File: src/rtl/seq_det_pkg.sv
// Shared constants for the serial sequence detector: detection modes and legal parameter ranges.
package seq_det_pkg;

  localparam int MODE_NON_OVERLAP = 0;
  localparam int MODE_OVERLAP     = 1;

  localparam int PATW_MIN  = 2;
  localparam int PATW_MAX  = 32;
  localparam int CNT_W_MAX = 32;

endpackage

File: src/rtl/seq_detector_param_sat_counter.sv
// Saturating event counter; counts inc pulses, sticky sat once the count reaches all-ones.
// Latency 1 clock from inc; no backpressure, res and clr both zero count and sat.
module sat_counter #(
  parameter int W = 8
) (
  input  logic         clk,
  input  logic         res,
  input  logic         clr,
  input  logic         inc,
  output logic [W-1:0] cnt,
  output logic         sat
);

  logic [W-1:0] nxt;

  assign nxt = cnt + W'(1);

  // sat is set exactly when cnt reaches all-ones, so it doubles as the hold condition
  always_ff @(posedge clk) begin
    if (res || clr) begin
      cnt <= '0;
      sat <= 1'b0;
    end else if (inc && !sat) begin
      cnt <= nxt;
      sat <= (nxt == {W{1'b1}});
    end
  end

endmodule

File: src/rtl/seq_detector_param.sv
// Serial pattern detector with registered 1-cycle match pulse, 1 clock after the accepting edge; in_vld=0 holds state.
// Optional saturating match counter compiled in with SEQDET_COUNT_EN; otherwise match_cnt/cnt_sat are tied low.
module seq_detector_param
  import seq_det_pkg::*;
#(
  parameter int                   PATTERN_W = 4,
  parameter logic [PATTERN_W-1:0] PATTERN   = 4'b1011,
  parameter int                   OVERLAP   = 0,
  parameter int                   CNT_W     = 8
) (
  input  logic             clk,
  input  logic             res,
  input  logic             clr,
  input  logic             in_vld,
  input  logic             a,
  output logic             y,
  output logic [CNT_W-1:0] match_cnt,
  output logic             cnt_sat
);

  localparam int FILL_W = $clog2(PATTERN_W);

  if (PATTERN_W < PATW_MIN || PATTERN_W > PATW_MAX) begin : g_bad_patw
    $error("seq_detector_param: PATTERN_W out of legal range");
  end
  if (CNT_W < 1 || CNT_W > CNT_W_MAX) begin : g_bad_cntw
    $error("seq_detector_param: CNT_W out of legal range");
  end
  if (OVERLAP != MODE_NON_OVERLAP && OVERLAP != MODE_OVERLAP) begin : g_bad_mode
    $error("seq_detector_param: OVERLAP must be 0 or 1");
  end

  logic [PATTERN_W-2:0] hist;
  logic [FILL_W-1:0]    fill;
  logic [PATTERN_W-1:0] candidate;
  logic                 accept;
  logic                 full;
  logic                 hit;

  assign candidate = {hist, a};
  assign accept    = in_vld && !clr;
  assign full      = (fill == FILL_W'(PATTERN_W - 1));
  assign hit       = accept && full && (candidate == PATTERN);

  // hist is left alone on clr: with fill at zero its stale contents can never satisfy a match
  always_ff @(posedge clk) begin
    if (res) begin
      hist <= '0;
      fill <= '0;
      y    <= 1'b0;
    end else if (clr) begin
      fill <= '0;
      y    <= 1'b0;
    end else begin
      y <= hit;
      if (accept) begin
        hist <= candidate[PATTERN_W-2:0];
        if (hit && OVERLAP == MODE_NON_OVERLAP) begin
          fill <= '0;
        end else if (!full) begin
          fill <= fill + FILL_W'(1);
        end
      end
    end
  end

`ifdef SEQDET_COUNT_EN
  sat_counter #(
    .W(CNT_W)
  ) u_cnt (
    .clk(clk),
    .res(res),
    .clr(clr),
    .inc(hit),
    .cnt(match_cnt),
    .sat(cnt_sat)
  );
`else
  assign match_cnt = '0;
  assign cnt_sat   = 1'b0;
`endif

endmodule
File: config.mk
export PLATFORM = sky130hd
export DESIGN_NAME = seq_detector_param
export DESIGN_NICKNAME = d
export VERILOG_FILES = /design/src/rtl/seq_det_pkg.sv /design/src/rtl/seq_detector_param_sat_counter.sv /design/src/rtl/seq_detector_param.sv
export SDC_FILE = /design/constraint.sdc
export NUM_CORES = 1
export LEC_CHECK = 0
export BUFFER_PORTS_ARGS = -buffer_cell sky130_fd_sc_hd__buf_2
export CAP_MARGIN = 20
export CORE_AREA = 10 10 47 49
export CTS_BUF_LIST = sky130_fd_sc_hd__clkbuf_16
export CTS_CLUSTER_DIAMETER = 40
export DETAILED_ROUTE_END_ITERATION = 8
export DIE_AREA = 0 0 57 59
export SLEW_MARGIN = 20
export SYNTH_ARGS = -nofsm -noshare
export SYNTH_HDL_FRONTEND = slang
export SYNTH_SLANG_ARGS = --single-unit
export TNS_END_PERCENT = 5
File: constraint.sdc
create_clock -name clk -period 2.2 [get_ports clk]
set_clock_uncertainty 0.2 [all_clocks]
set_input_delay 0.44 -clock clk [delete_from_list [all_inputs] [get_ports clk]]
set_output_delay 0.44 -clock clk [all_outputs]
set_load 0.02 [all_outputs]
==> results <==
- In the final design database the tool counted 52 nets.
- The synthesized-area fraction occupied by and/or/nand/nor cells is 0.247.
- The average cell area after synthesis is 9.43 sq um.
- The reported max-cap violation count is 0.
- The run finished with clean final reports.
- Entering global routing, the biggest net connects 9 pins.
- The reg-to-reg setup timing slack is between 0.8 and 0.9 ns.
- Measured in cells, the most critical reg-to-reg path has a length of 4.
- The first global-routing pass estimated 1190 um of wire.
- The signal on the critical path passes through ha_1, and4bb_1, a21oi_1, nand2_1.
- The number of antenna violations at the first check in global routing came to 0.
- Counting the buffers created by CTS gives 3.
- The max-slew violation count came to 0.
- The count of pins on the block boundary is 15.
- The setup path with the least slack is of type reg2reg.
- The hold path startpoint is clr.
- Setup repair after global routing left no endpoint under its margin.
- The final number of hold-violating endpoints is 0.
- The largest single stage delay on the critical path is 0.32 ns.
- The share of the synthesized area in compound gates (AO/OA/AOI/OAI) is 0.0430.
- The utilization after layout is 0.308.
- Setup total negative slack on the finished layout was measured at 0 ns.
- The capturing point of the worst reg2reg path is fill[1]$_SDFFE_PP0P_.
- In the final layout, the share of cells above drive strength 1 is 0.227.
- The path with the worst hold slack has its endpoint at fill[0]$_SDFFE_PP0P_.
- The final critical path time including I/O delays and setup is 1.32 ns.
- The worst path arrival time is about 1.2 ns.
- In this run, post-CTS hold repair placed 0 buffers.
- No sink is reached through more buffers than the 2 on the longest clock path.
- CTS built an H-tree with a depth of 1.
- The number of synthesis warnings is 0.
- After detailed routing, the number of vias per cell comes to between 4 and 5.
- Internal power comes to 354 uW.
- The share of total power dissipated in the clock network is 0.668.
- The post-CTS setup buffer count is 0.
- The TritonCTS clock tree is done.
- Of the available clock period, the critical path in the final layout requires 0.599.
- The layout overhead on the synthesized area is 23.7%.
- The final global-route overflow total is 0.
- The worst setup path startpoint is fill[0]$_SDFFE_PP0P_.
- The first TritonRoute pass finished after 4 iterations.
- The required time of the critical path is between 2 and 2.5 ns.
- For this block, the routed nets add up to 699 um of wire.
- For this configuration, the core starts out at a cell density of 0.249.
- The via count of the first global-routing pass was 273.
- The clock net in this run drives a total of 6 sinks.
- The type of origin of the critical path is a flop.
- The post-synthesis sequential element count is 6.
- The number of buffer and inverter stages on the critical path is 0.
- Of the total power, registers draw 0.261.
- For the worst-skew pair, the clock arrives at the later sink with an insertion delay of about 0.23 ns.
- The count of nets left with antenna violations after detail routing is 0.
- The total via count after detailed routing is 253.
- The worst setup path is captured at a flop.
- At the end of routability-driven placement, the weighted congestion stood at approximately 0.76.
- Port buffering added 5 buffers.
- The tree is rooted in a clkbuf_16.
- The floorplan step defined a die boundary enclosing 3360 sq um.
- Overall power consumption after layout is estimated at 438 uW.
- Clock-pin slew was measured on the worst setup and hold paths at approximately 0.030 ns.
- On the critical path the largest part of the delay comes from flip-flops.
- After synthesis, the share of cell area in mux cells is 0.115.
- The analysis attributes to net switching a power of 83.6 uW.
- The slowest stage of the critical path belongs to the cell dfxtp_1.
- Counting distinct cell types in the post-synthesis netlist gives 15.
- For this design the static power due to leakage is just over 0.2 nW.
- The number of cells upsized or downsized after cts is 0.
- Setup violations remaining at the end of the flow were counted as 0.
- The vertical extent of the die is around 59 um.
- The average wire per standard cell is approximately 12 um.
- After technology mapping, the gate count stands at 37.
- The first routing iteration left 5 violations.
- The smallest hold slack is 0.236 ns.
- By area, the combinational part of the netlist is dominated by simple AND/OR/NAND/NOR gates.
- The synthesized netlist occupies a cell area of about 350 sq um.
- The part of the Yosys area used for sequential elements is 0.344.
- The total inserted antenna cells is 0.
- Of the total synthesized cell area, the portion taken by XOR and XNOR cells is 0.
- Measured along the x axis, the die boundary spans 57 um.
- The maximum fanout count along the critical path is 3.
- Timing analysis after detailed placement gives a worst setup slack of 0.791 ns.
- The min-delay analysis places its worst path in the category in2reg.
- In this run the core area contains 14 standard-cell rows.
- The fmax is 0.759 GHz.
- The aggregate global-route resource usage is 0.0450.
- The worst register-to-register path begins at fill[0]$_SDFFE_PP0P_.
- The standard cell core area is 1400 sq um.
- The worst ir drop on vdd is 0.424 mV.
- The fraction of power consumed by combinational cells is 0.072.
- The minimum setup slack in the final design is 0.883 ns.
- In this run the power density over the cells is about 1000 nW/um^2.
- For this run, design rule violations remaining after detail routing come to 0.
- Of the total synthesized cell area, the portion taken by full adders, half adders and majority gates is 0.0358.
- The worst hold path was traced through 2 stages.
- Of the total power, the share spent switching nets is 0.191.
- The detailed placer's ending HPWL is 547 um.
placed cells by master (no fill, tap or decap):
cell       synthesis  routed
inv_1              1       1
ha_1               1       1
nor2_1             3       3
mux2i_1            4       4
dfxtp_1            6       6
conb_1             1       9
nand2_1            2       2
a21oi_1            3       3
and4bb_2           1       1
and2b_4            1       1
buf_2              0       5
nor4_1             1       1
nand4b_1           1       1
clkbuf_16          0       3
nor4b_1            2       2
and4bb_1           1       1
cell usage after synthesis:
cell type / number / share of area
buf_4: 9 / 0.19
dfxtp_1: 6 / 0.34
mux2i_1: 4 / 0.11
a21oi_1: 3 / 0.043
nor2_1: 3 / 0.032
nand2_1: 2 / 0.022
nor4b_1: 2 / 0.050
and2b_4: 1 / 0.029
and4bb_1: 1 / 0.036
and4bb_2: 1 / 0.036
conb_1: 1 / 0.011
ha_1: 1 / 0.036
inv_1: 1 / 0.011
nand4b_1: 1 / 0.025
nor4_1: 1 / 0.018
registers in the layout, summed over array words and instances, names as in the netlist:
| register | count |
|---|---|
| hist | 3 |
| y | 1 |
| fill | 2 |
logic make-up (layout without fill, tap and decap cells):
logic type | Yosys count | count (layout)
multiplexers | 4 | 4
buffers and inverters | 10 | 9
AO/OA/AOI/OAI | 3 | 3
flip-flops | 6 | 6
other | 1 | 9
AND/OR/NAND/NOR | 12 | 12
adder cells (fa/ha/maj) | 1 | 1
worst reg2reg max path, stage by stage (launching register included):
cell	delay, ns
dfxtp_1	0.32
ha_1	0.28
and4bb_1	0.20
a21oi_1	0.14
nand2_1	0.06
how the worst max path moves through the flow:
| stage | cells after the start | slack [ns] | end |
|---|---|---|---|
| 4_1_cts | 1 | 0.88 | y |
| 3_5_place_dp | 4 | 0.79 | hist[1]$_SDFFE_PP0P_ |
| 6_report | 4 | 0.88 | fill[1]$_SDFFE_PP0P_ |
| 2_1_floorplan | 4 | 0.94 | fill[1]$_SDFFE_PP0P_ |
| 5_1_grt | 4 | 0.81 | fill[1]$_SDFFE_PP0P_ |
| 3_3_place_gp | 4 | 0.80 | hist[2]$_SDFFE_PP0P_ |
metal layers:
layer | track usage | vias to the layer above | routed length (um)
li1 | - | 126 | -
met1 | 0.0393 | 118 | 271
met2 | 0.0760 | 7 | 345
met3 | 0.0279 | 2 | 66
met4 | 0.0302 | 0 | 16
met5 | 0 | - | 0
metrics by stage:
stage          area [sq um]  cells
2_1_floorplan           379     45
3_3_place_gp            357     57
3_5_place_dp            357     57
4_1_cts                 432     60
5_1_grt                 432     60
6_report                432     60
cell type report:
cell class | instances | area, sq um
fill | 164 | 970
multi-input combinational | 29 | 188
sequential | 6 | 120
clock buffer | 3 | 75.1
timing repair buffer | 5 | 25.0
tap | 16 | 20.0
inverter | 1 | 3.75
power by group through the flow:
| stage | clock network [mW] | registers [mW] | logic [mW] |
|---|---|---|---|
| 2_1_floorplan | 0 | 0.115 | 0.0347 |
| 4_1_cts | 0.299 | 0.114 | 0.0305 |
| 5_1_grt | 0.304 | 0.114 | 0.0342 |
| 3_5_place_dp | 0 | 0.116 | 0.0304 |
| 6_report | 0.292 | 0.114 | 0.0314 |
| 3_3_place_gp | 0 | 0.115 | 0.0302 |
No activity file was read; power rests on OpenSTA's default activity.
